File: src/rtl/change_sequencer.sv
// change_sequencer: pays out change in 5-cent units from a dime/nickel hopper,
// highest coin first, waiting for a hopper ack after every ejection.
// Ports: clk, reset (sync, active-high); req_valid/req_amount/req_ready request
// handshake; eject_dime/eject_nickel one-cycle hopper commands; hopper_ack;
// restock_dime/restock_nickel; done/short completion; fault/fault_clr timeout;
// dime_count/nickel_count inventory; remaining amount still owed.
// Option: define CHANGE_SEQUENCER_QUARTER_HOPPER_EN to add a quarter hopper
// (eject_quarter, restock_quarter, quarter_count, parameter QUARTER_INIT).
module change_sequencer #(
    parameter int DIME_INIT   = 8,
    parameter int NICKEL_INIT = 8,
`ifdef CHANGE_SEQUENCER_QUARTER_HOPPER_EN
    parameter int QUARTER_INIT = 4,
`endif
    parameter int ACK_TIMEOUT = 15
) (
    input  logic       clk,
    input  logic       reset,
    input  logic       req_valid,
    input  logic [4:0] req_amount,
    output logic       req_ready,
    input  logic       hopper_ack,
    output logic       eject_dime,
    output logic       eject_nickel,
    input  logic       restock_dime,
    input  logic       restock_nickel,
`ifdef CHANGE_SEQUENCER_QUARTER_HOPPER_EN
    output logic       eject_quarter,
    input  logic       restock_quarter,
    output logic [3:0] quarter_count,
`endif
    output logic       done,
    output logic       short,
    output logic       fault,
    input  logic       fault_clr,
    output logic [3:0] dime_count,
    output logic [3:0] nickel_count,
    output logic [4:0] remaining
);

    typedef enum logic [2:0] {
        IDLE, SELECT, EJECT, WAIT_ACK, DONE, FAULT
    } state_t;

    typedef enum logic [1:0] {
        COIN_NICKEL, COIN_DIME, COIN_QUARTER
    } coin_t;

    localparam logic [7:0] TMAX = 8'(ACK_TIMEOUT - 1);

    state_t     state;
    coin_t      coin;
    logic [7:0] timer;

    // A coin leaves inventory on the cycle the FSM exits EJECT.
    logic dime_dec, nickel_dec;
    assign dime_dec   = (state == EJECT) && (coin == COIN_DIME);
    assign nickel_dec = (state == EJECT) && (coin == COIN_NICKEL);

    assign req_ready    = (state == IDLE);
    assign eject_dime   = dime_dec;
    assign eject_nickel = nickel_dec;
    assign done         = (state == DONE);
    assign short        = (state == DONE) && (remaining != 5'd0);
    assign fault        = (state == FAULT);

    // Restock and decrement together cancel; restock saturates at 15.
    function automatic logic [3:0] upd(input logic [3:0] c,
                                       input logic inc,
                                       input logic dec);
        if (dec && !inc)
            return c - 4'd1;
        else if (inc && !dec && c != 4'd15)
            return c + 4'd1;
        else
            return c;
    endfunction

`ifdef CHANGE_SEQUENCER_QUARTER_HOPPER_EN
    logic quarter_dec;
    assign quarter_dec   = (state == EJECT) && (coin == COIN_QUARTER);
    assign eject_quarter = quarter_dec;
`endif

    always_ff @(posedge clk) begin
        if (reset) begin
            state        <= IDLE;
            coin         <= COIN_NICKEL;
            timer        <= 8'd0;
            remaining    <= 5'd0;
            dime_count   <= 4'(DIME_INIT);
            nickel_count <= 4'(NICKEL_INIT);
`ifdef CHANGE_SEQUENCER_QUARTER_HOPPER_EN
            quarter_count <= 4'(QUARTER_INIT);
`endif
        end else begin
            dime_count   <= upd(dime_count, restock_dime, dime_dec);
            nickel_count <= upd(nickel_count, restock_nickel, nickel_dec);
`ifdef CHANGE_SEQUENCER_QUARTER_HOPPER_EN
            quarter_count <= upd(quarter_count, restock_quarter, quarter_dec);
`endif
            unique case (state)
                IDLE: begin
                    if (req_valid) begin
                        remaining <= req_amount;
                        state     <= (req_amount == 5'd0) ? DONE : SELECT;
                    end
                end
                SELECT: begin
`ifdef CHANGE_SEQUENCER_QUARTER_HOPPER_EN
                    if (remaining >= 5'd5 && quarter_count != 4'd0) begin
                        coin  <= COIN_QUARTER;
                        state <= EJECT;
                    end else
`endif
                    if (remaining >= 5'd2 && dime_count != 4'd0) begin
                        coin  <= COIN_DIME;
                        state <= EJECT;
                    end else if (remaining >= 5'd1 && nickel_count != 4'd0) begin
                        coin  <= COIN_NICKEL;
                        state <= EJECT;
                    end else begin
                        state <= DONE;
                    end
                end
                EJECT: begin
                    unique case (coin)
                        COIN_DIME:    remaining <= remaining - 5'd2;
                        COIN_QUARTER: remaining <= remaining - 5'd5;
                        default:      remaining <= remaining - 5'd1;
                    endcase
                    timer <= 8'd0;
                    state <= WAIT_ACK;
                end
                WAIT_ACK: begin
                    // Faults after exactly ACK_TIMEOUT cycles without ack.
                    if (hopper_ack)
                        state <= SELECT;
                    else if (timer == TMAX)
                        state <= FAULT;
                    else
                        timer <= timer + 8'd1;
                end
                DONE: begin
                    remaining <= 5'd0;
                    state     <= IDLE;
                end
                FAULT: begin
                    if (fault_clr) begin
                        remaining <= 5'd0;
                        state     <= IDLE;
                    end
                end
                default: state <= IDLE;
            endcase
        end
    end

endmodule

File: config.mk
export PLATFORM = sky130hd
export DESIGN_NAME = change_sequencer
export DESIGN_NICKNAME = d
export VERILOG_FILES = /design/src/rtl/change_sequencer.sv
export SDC_FILE = /design/constraint.sdc
export NUM_CORES = 1
export LEC_CHECK = 0
export CORE_UTILIZATION = 52
export CTS_CLUSTER_SIZE = 14
export DETAILED_ROUTE_END_ITERATION = 10
export PLACE_DENSITY = 0.8
export SYNTH_ARGS = -nofsm -noshare
export SYNTH_HDL_FRONTEND = slang
export SYNTH_SLANG_ARGS = --single-unit
export TNS_END_PERCENT = 5
File: constraint.sdc
create_clock -name clk -period 3 [get_ports clk]
set_input_delay 0.45 -clock clk [delete_from_list [all_inputs] [get_ports clk]]
set_output_delay 0.45 -clock clk [all_outputs]
set_load 0.02 [all_outputs]
==> results of run 1 <==
-- power by group --
part	switching, uW	internal, uW
registers	83.0	390
logic	392	335
clock network	104	52.1
-- layout make-up --
| type | instances | area, sq um | area share |
|---|---|---|---|
| inverters | 17 | 63.8 | 0.0311 |
| well taps | 44 | 55.1 | 0.0269 |
| multi-input cells | 147 | 1050 | 0.513 |
| flip-flops and latches | 25 | 500 | 0.244 |
| clock buffers | 4 | 26.3 | 0.0128 |
| repair buffers | 37 | 353 | 0.172 |
-- how the worst min path moves through the flow --
stage	to	slack, ns	cells after the start
CTS	dime_count[2]	0.54	2
global route	dime_count[2]	0.58	2
floorplan	timer[6]	0.49	2
global placement	dime_count[2]	0.51	2
finish	dime_count[2]	0.53	2
detailed placement	dime_count[2]	0.52	2
-- cells by family (layout without fill, tap and decap cells) --
family / Yosys count / count (layout) / synth area share
and+or+nand+nor: 69 / 69 / 0.218
AOI/OAI and AO/OA: 47 / 47 / 0.198
buffers and inverters: 27 / 58 / 0.0691
DFF: 25 / 25 / 0.300
adders and majority gates: 14 / 14 / 0.114
xor gates and xnor gates: 14 / 14 / 0.0736
muxes: 3 / 3 / 0.0263
-- cell usage in the layout (no fill, tap or decap), types with 2 or more instances in the layout --
master / netlist / layout
xor2_1: 6 / 6
nor2_1: 20 / 20
nand3_1: 4 / 4
and3_1: 2 / 2
a21oi_1: 14 / 14
a22oi_1: 3 / 3
nor4_1: 4 / 4
dfxtp_1: 25 / 25
o21ai_0: 9 / 9
clkbuf_4: 0 / 3
nand4_1: 3 / 3
nand2b_1: 4 / 4
o41a_1: 2 / 2
fa_1: 2 / 2
xnor2_1: 8 / 8
or3_1: 2 / 2
a211oi_1: 4 / 4
ha_1: 12 / 12
a221oi_1: 2 / 2
nand2_1: 15 / 15
inv_1: 17 / 17
a21o_1: 2 / 2
o2111ai_1: 2 / 2
nor3_1: 4 / 4
clkdlybuf4s50_1: 0 / 30
buf_4: 1 / 7
-- metrics by stage --
step / power [uW] / hold slack [ns]
after floorplan: 958 / 0.494
after global placement: 1190 / 0.514
after detailed placement: 1200 / 0.523
after CTS: 1360 / 0.538
after global routing: 1460 / 0.575
final: 1360 / 0.532
-- critical path: stages, from the launching register on --
cell     delay, ns
dfxtp_1       0.52
or3b_1        0.41
or3_1         0.35
inv_1         0.09
ha_1          0.23
a21o_1        0.17
a21oi_1       0.28
mux2i_4       0.28
xnor2_1       0.13
nand2_1       0.06
-- per-layer routing --
layer / global-route usage / wire [microns]
met1: 0.300 / 1860
met5: 0 / 0
met2: 0.401 / 1750
met4: 0.0884 / 42
met3: 0.0352 / 105
-- registers in the layout, summed over array words and instances (netlist names) --
register and count:
coin 1, dime_count 4, nickel_count 4, remaining 5, state 3, timer 8
==> reports/results.ini, run 1 <==
[sta]
rsz0062_at_grt=false
tightestPinTransition_ns=0.555
fin_ws_ns=0.367
fin_crit_ns=2.63
skew_ns=0.00882
fmaxAchievable_mhz=380
setup_viol=0
final-hold-violation-count=0
relSlewSlack=0.628
finalCritPeriodShare=0.878
fin_setup_tns_ns=0
slew_violations=0

[hold_path]
hp-start=dime_count[2]
hold_class=reg2reg

[clock_network]
cts-htree-levels=1
root_buffer=clkbuf_4
clock-sinks=25
clk_pin_slew_ns=0.13
cts_max_path_buffers=2
cts_resized=0
cts_tree=built
holdBufCountCts=0
post_cts_buffers=0
cts_buffers=3
insertion_delay_ns=0.33

[global_routing]
grt_pass1_vias=1370
grt_max_degree=17
grt_pass1_wl_microns=6120
grt_overflow=0
grt_use_total=0.235
antenna_found_initial=0

[setup_path]
worst_ep_required_time_ns=3.22
worstPathArrival_ns=2.85
cp_max_fo=10
rrSetupSlack_ns=0.37
setup.worst_path.end=nickel_count[3]
r2r_end=nickel_count[3]
r2r_start=state[1]
r2r_cells=9
cp-end-kind=flop
crit_type=reg2reg
startpoint=state[1]
crit_path_start_kind=flop

[final_layout]
final_cell_area_sq_um=2050
layout.cells.non_filler=274
area.growth.synth_to_final_pct=23.0
drive_above_1_share=0.0826
antenna_cells=0
nFillCells=279
fin_util=0.671
nets=257

[drt]
drcViolationCount=0
antenna_left=0
wl_microns=3760
vias=1489
drtPass1Iterations=4
wl_per_cell_microns=13.7
viasPerCell=5.43
drt_iter0_markers=68

[die]
initial_core_util=0.546
core_sq_um=3050
die_w_microns=58.6
rows=20
ioPinCount=31
die-area_sq_um=3440
chipHeight_microns=58.6

[outcome]
status=finished clean

[synthesis]
synth.top_cell.area_share=0.300
synth_cell_types=50
yosysWarnings=0
synth_area_sq_um=1670
synthCells=199
ys_seq_area_frac=0.300
synth-edff-count=0
synthTopCellsByArea=dfxtp_1 30%, ha_1 9.0%, nor2_1 4.5%, a21oi_1 4.2%, xnor2_1 4.2%
ys_ff_latch=25
syn-num-nets=225
synthArstFlopShare=0
avgSynthCellArea_sq_um=8.37
netlist_top_cells_count=25 x dfxtp_1, 20 x nor2_1, 17 x inv_1, 15 x nand2_1, 14 x a21oi_1
synth_top_cell_by_area=dfxtp_1
yosys_most_used_dff=dfxtp_1
synth.most_common_cell=dfxtp_1

[run]
drv_cap=0

[pwr]
peakVddDrop_mv=0.382
power.density_nw_per_um2=662
p_leak_uw=0.000818

[place]
globalplace.congestion=0.859
placedCellCount=270
portBuffers=30
dp_slack_ns=0.383
placed_area_sq_um=2020
dpl.hpwl_microns=2780

No activity file was read; power rests on OpenSTA's default activity.
==> run 2, diff against run 1 <==
--- a/config.mk
+++ b/config.mk
@@ -6,6 +6,7 @@
 export NUM_CORES = 1
 export LEC_CHECK = 0
 export CORE_UTILIZATION = 52
+export CTS_BUF_LIST = sky130_fd_sc_hd__clkbuf_8 sky130_fd_sc_hd__clkbuf_16
 export CTS_CLUSTER_SIZE = 14
 export DETAILED_ROUTE_END_ITERATION = 10
 export PLACE_DENSITY = 0.8
==> run 2 against run 1 <==
  * Setup slack better by 0.0071 ns
  * Core utilization is 0.61 points higher
  * Clock-buffer cell count is 1 lower
  * Final cell count stayed put
  * First-iteration DRC count is 13% higher
  * Design area is 0.92% higher
  * Sequential power hardly changed
  * Clock skew is 0.0020 ns lower
  * Die area stayed put
  * Sequential share of layout area is 0.22 points lower
  * Highest routed layer unchanged
  * Via count is 1.2% higher
  * Routed wire length is 1.4% lower
==> reports/results.ini, run 2 (same netlist as run 1, synthesis figures left out) <==
[outcome]
status=finished clean

[sta]
finalCritPeriodShare=0.875
final-hold-violation-count=0
skew_ns=0.00681
relSlewSlack=0.626
setup_viol=0
slew_violations=0
tightestPinTransition_ns=0.558
rsz0062_at_grt=false
fmaxAchievable_mhz=381
fin_crit_ns=2.63
fin_setup_tns_ns=0

[global_routing]
antenna_found_initial=0
met2_usage=0.397
grt_pass1_vias=1340
grt_max_degree=17
met3_usage=0.0198
grt_pass1_wl_microns=5980
grt_use_total=0.226
grt_overflow=0
use_met1=0.297
busiest_layer=met2

[final_layout]
drive_above_1_share=0.0826
antenna_cells=0
largest_reg_flops=8
top_register=timer
nFillCells=270
area.growth.synth_to_final_pct=24.1
reg_top3=timer (8), remaining (5)
layout_common_cells=30 x clkdlybuf4s50_1, 25 x dfxtp_1, 20 x nor2_1, 18 x inv_1, 15 x nand2_1
layout.cells.non_filler=274
nets=257
layout_commonest_cell=clkdlybuf4s50_1

[die]
initial_core_util=0.546
die-area_sq_um=3440
rows=20
core_sq_um=3050
chipHeight_microns=58.6
die_w_microns=58.6
ioPinCount=31

[clock_network]
holdBufCountCts=0
cts_tree=built
clk_pin_slew_ns=0.08
cts_max_path_buffers=2
clock-sinks=25
post_cts_buffers=0
insertion_delay_ns=0.28
cts_buffers=3
cts_resized=0
root_buffer=clkbuf_8
cts-htree-levels=1

[setup_path]
r2r_start=state[1]
cp-end-kind=flop
setup.worst_path.end=nickel_count[3]
r2r_cells=9
worstPathArrival_ns=2.78
startpoint=state[1]
r2r_end=nickel_count[3]
worst_ep_required_time_ns=3.16
crit_type=reg2reg
crit_path_start_kind=flop
cp_max_fo=10
rrSetupSlack_ns=0.37

[run]
drv_cap=0

[drt]
drcViolationCount=0
wl_per_cell_microns=13.5
antenna_left=0
vias=1507
viasPerCell=5.50
wl_microns=3710
drt_iter0_markers=77
drtPass1Iterations=5

[pwr]
peakVddDrop_mv=0.369
power.density_nw_per_um2=678
p_leak_uw=0.000830

[place]
globalplace.congestion=0.859
placedCellCount=270
portBuffers=30
dpl.hpwl_microns=2780

[hold_path]
hold_class=reg2reg

run 2: changes by cell type in the layout (fill, tap and decap cells not counted):
cell,before,now
clkbuf_1,1,0
clkbuf_8,0,3
inv_1,17,18
clkbuf_4,3,0
run 2: worst min path at each step:
stage / startpoint / to / slack, ns / depth (start not counted)
final: dime_count[2] / dime_count[2] / 0.53 / 2
after global routing: dime_count[2] / dime_count[2] / 0.57 / 2
after CTS: dime_count[2] / dime_count[2] / 0.53 / 2
after detailed placement: dime_count[2] / dime_count[2] / 0.52 / 2
after global placement: dime_count[2] / dime_count[2] / 0.51 / 2
after floorplan: timer[6] / timer[6] / 0.49 / 2
run 2: layer usage:
layer | share of wire | vias to the layer above
met4 | 0.0092 | 0
met1 | 0.48 | 695
met2 | 0.47 | 34
li1 | - | 774
met5 | 0 | -
met3 | 0.035 | 4
run 2: metrics by stage:
step	instance area, sq um	util	hold slack [ns]	power (uW)	setup slack (ns)
4_1_cts	2070	0.677	0.532	1410	0.391
3_3_place_gp	2020	0.663	0.514	1190	0.422
6_report	2070	0.677	0.526	1400	0.374
2_1_floorplan	1670	-	0.494	958	0.367
3_5_place_dp	2020	0.663	0.523	1200	0.383
5_1_grt	2070	0.677	0.569	1500	0.226
run 2: cell type report:
type	count	area, sq um	area share
well taps	44	55.1	0.0266
multi-input cells	147	1050	0.508
flip-flops and latches	25	500	0.242
inverters	17	63.8	0.0309
clock buffers	3	41.3	0.0200
repair buffers	37	353	0.171
clock inverters	1	3.75	0.00181
run 2: critical path: stages, from the launching register on:
cell and delay (ns):
dfxtp_1 0.50, or3b_1 0.41, or3_1 0.35, inv_1 0.09
ha_1 0.23, a21o_1 0.17, a21oi_1 0.28, mux2i_4 0.28
xnor2_1 0.13, nand2_1 0.06
run 2: report_power, final:
part	leakage [uW]	internal, uW	switching (uW)
clock network	0.0000269	91.9	111
logic	0.000599	335	390
registers	0.000204	390	83.0
total	0.000830	817	584
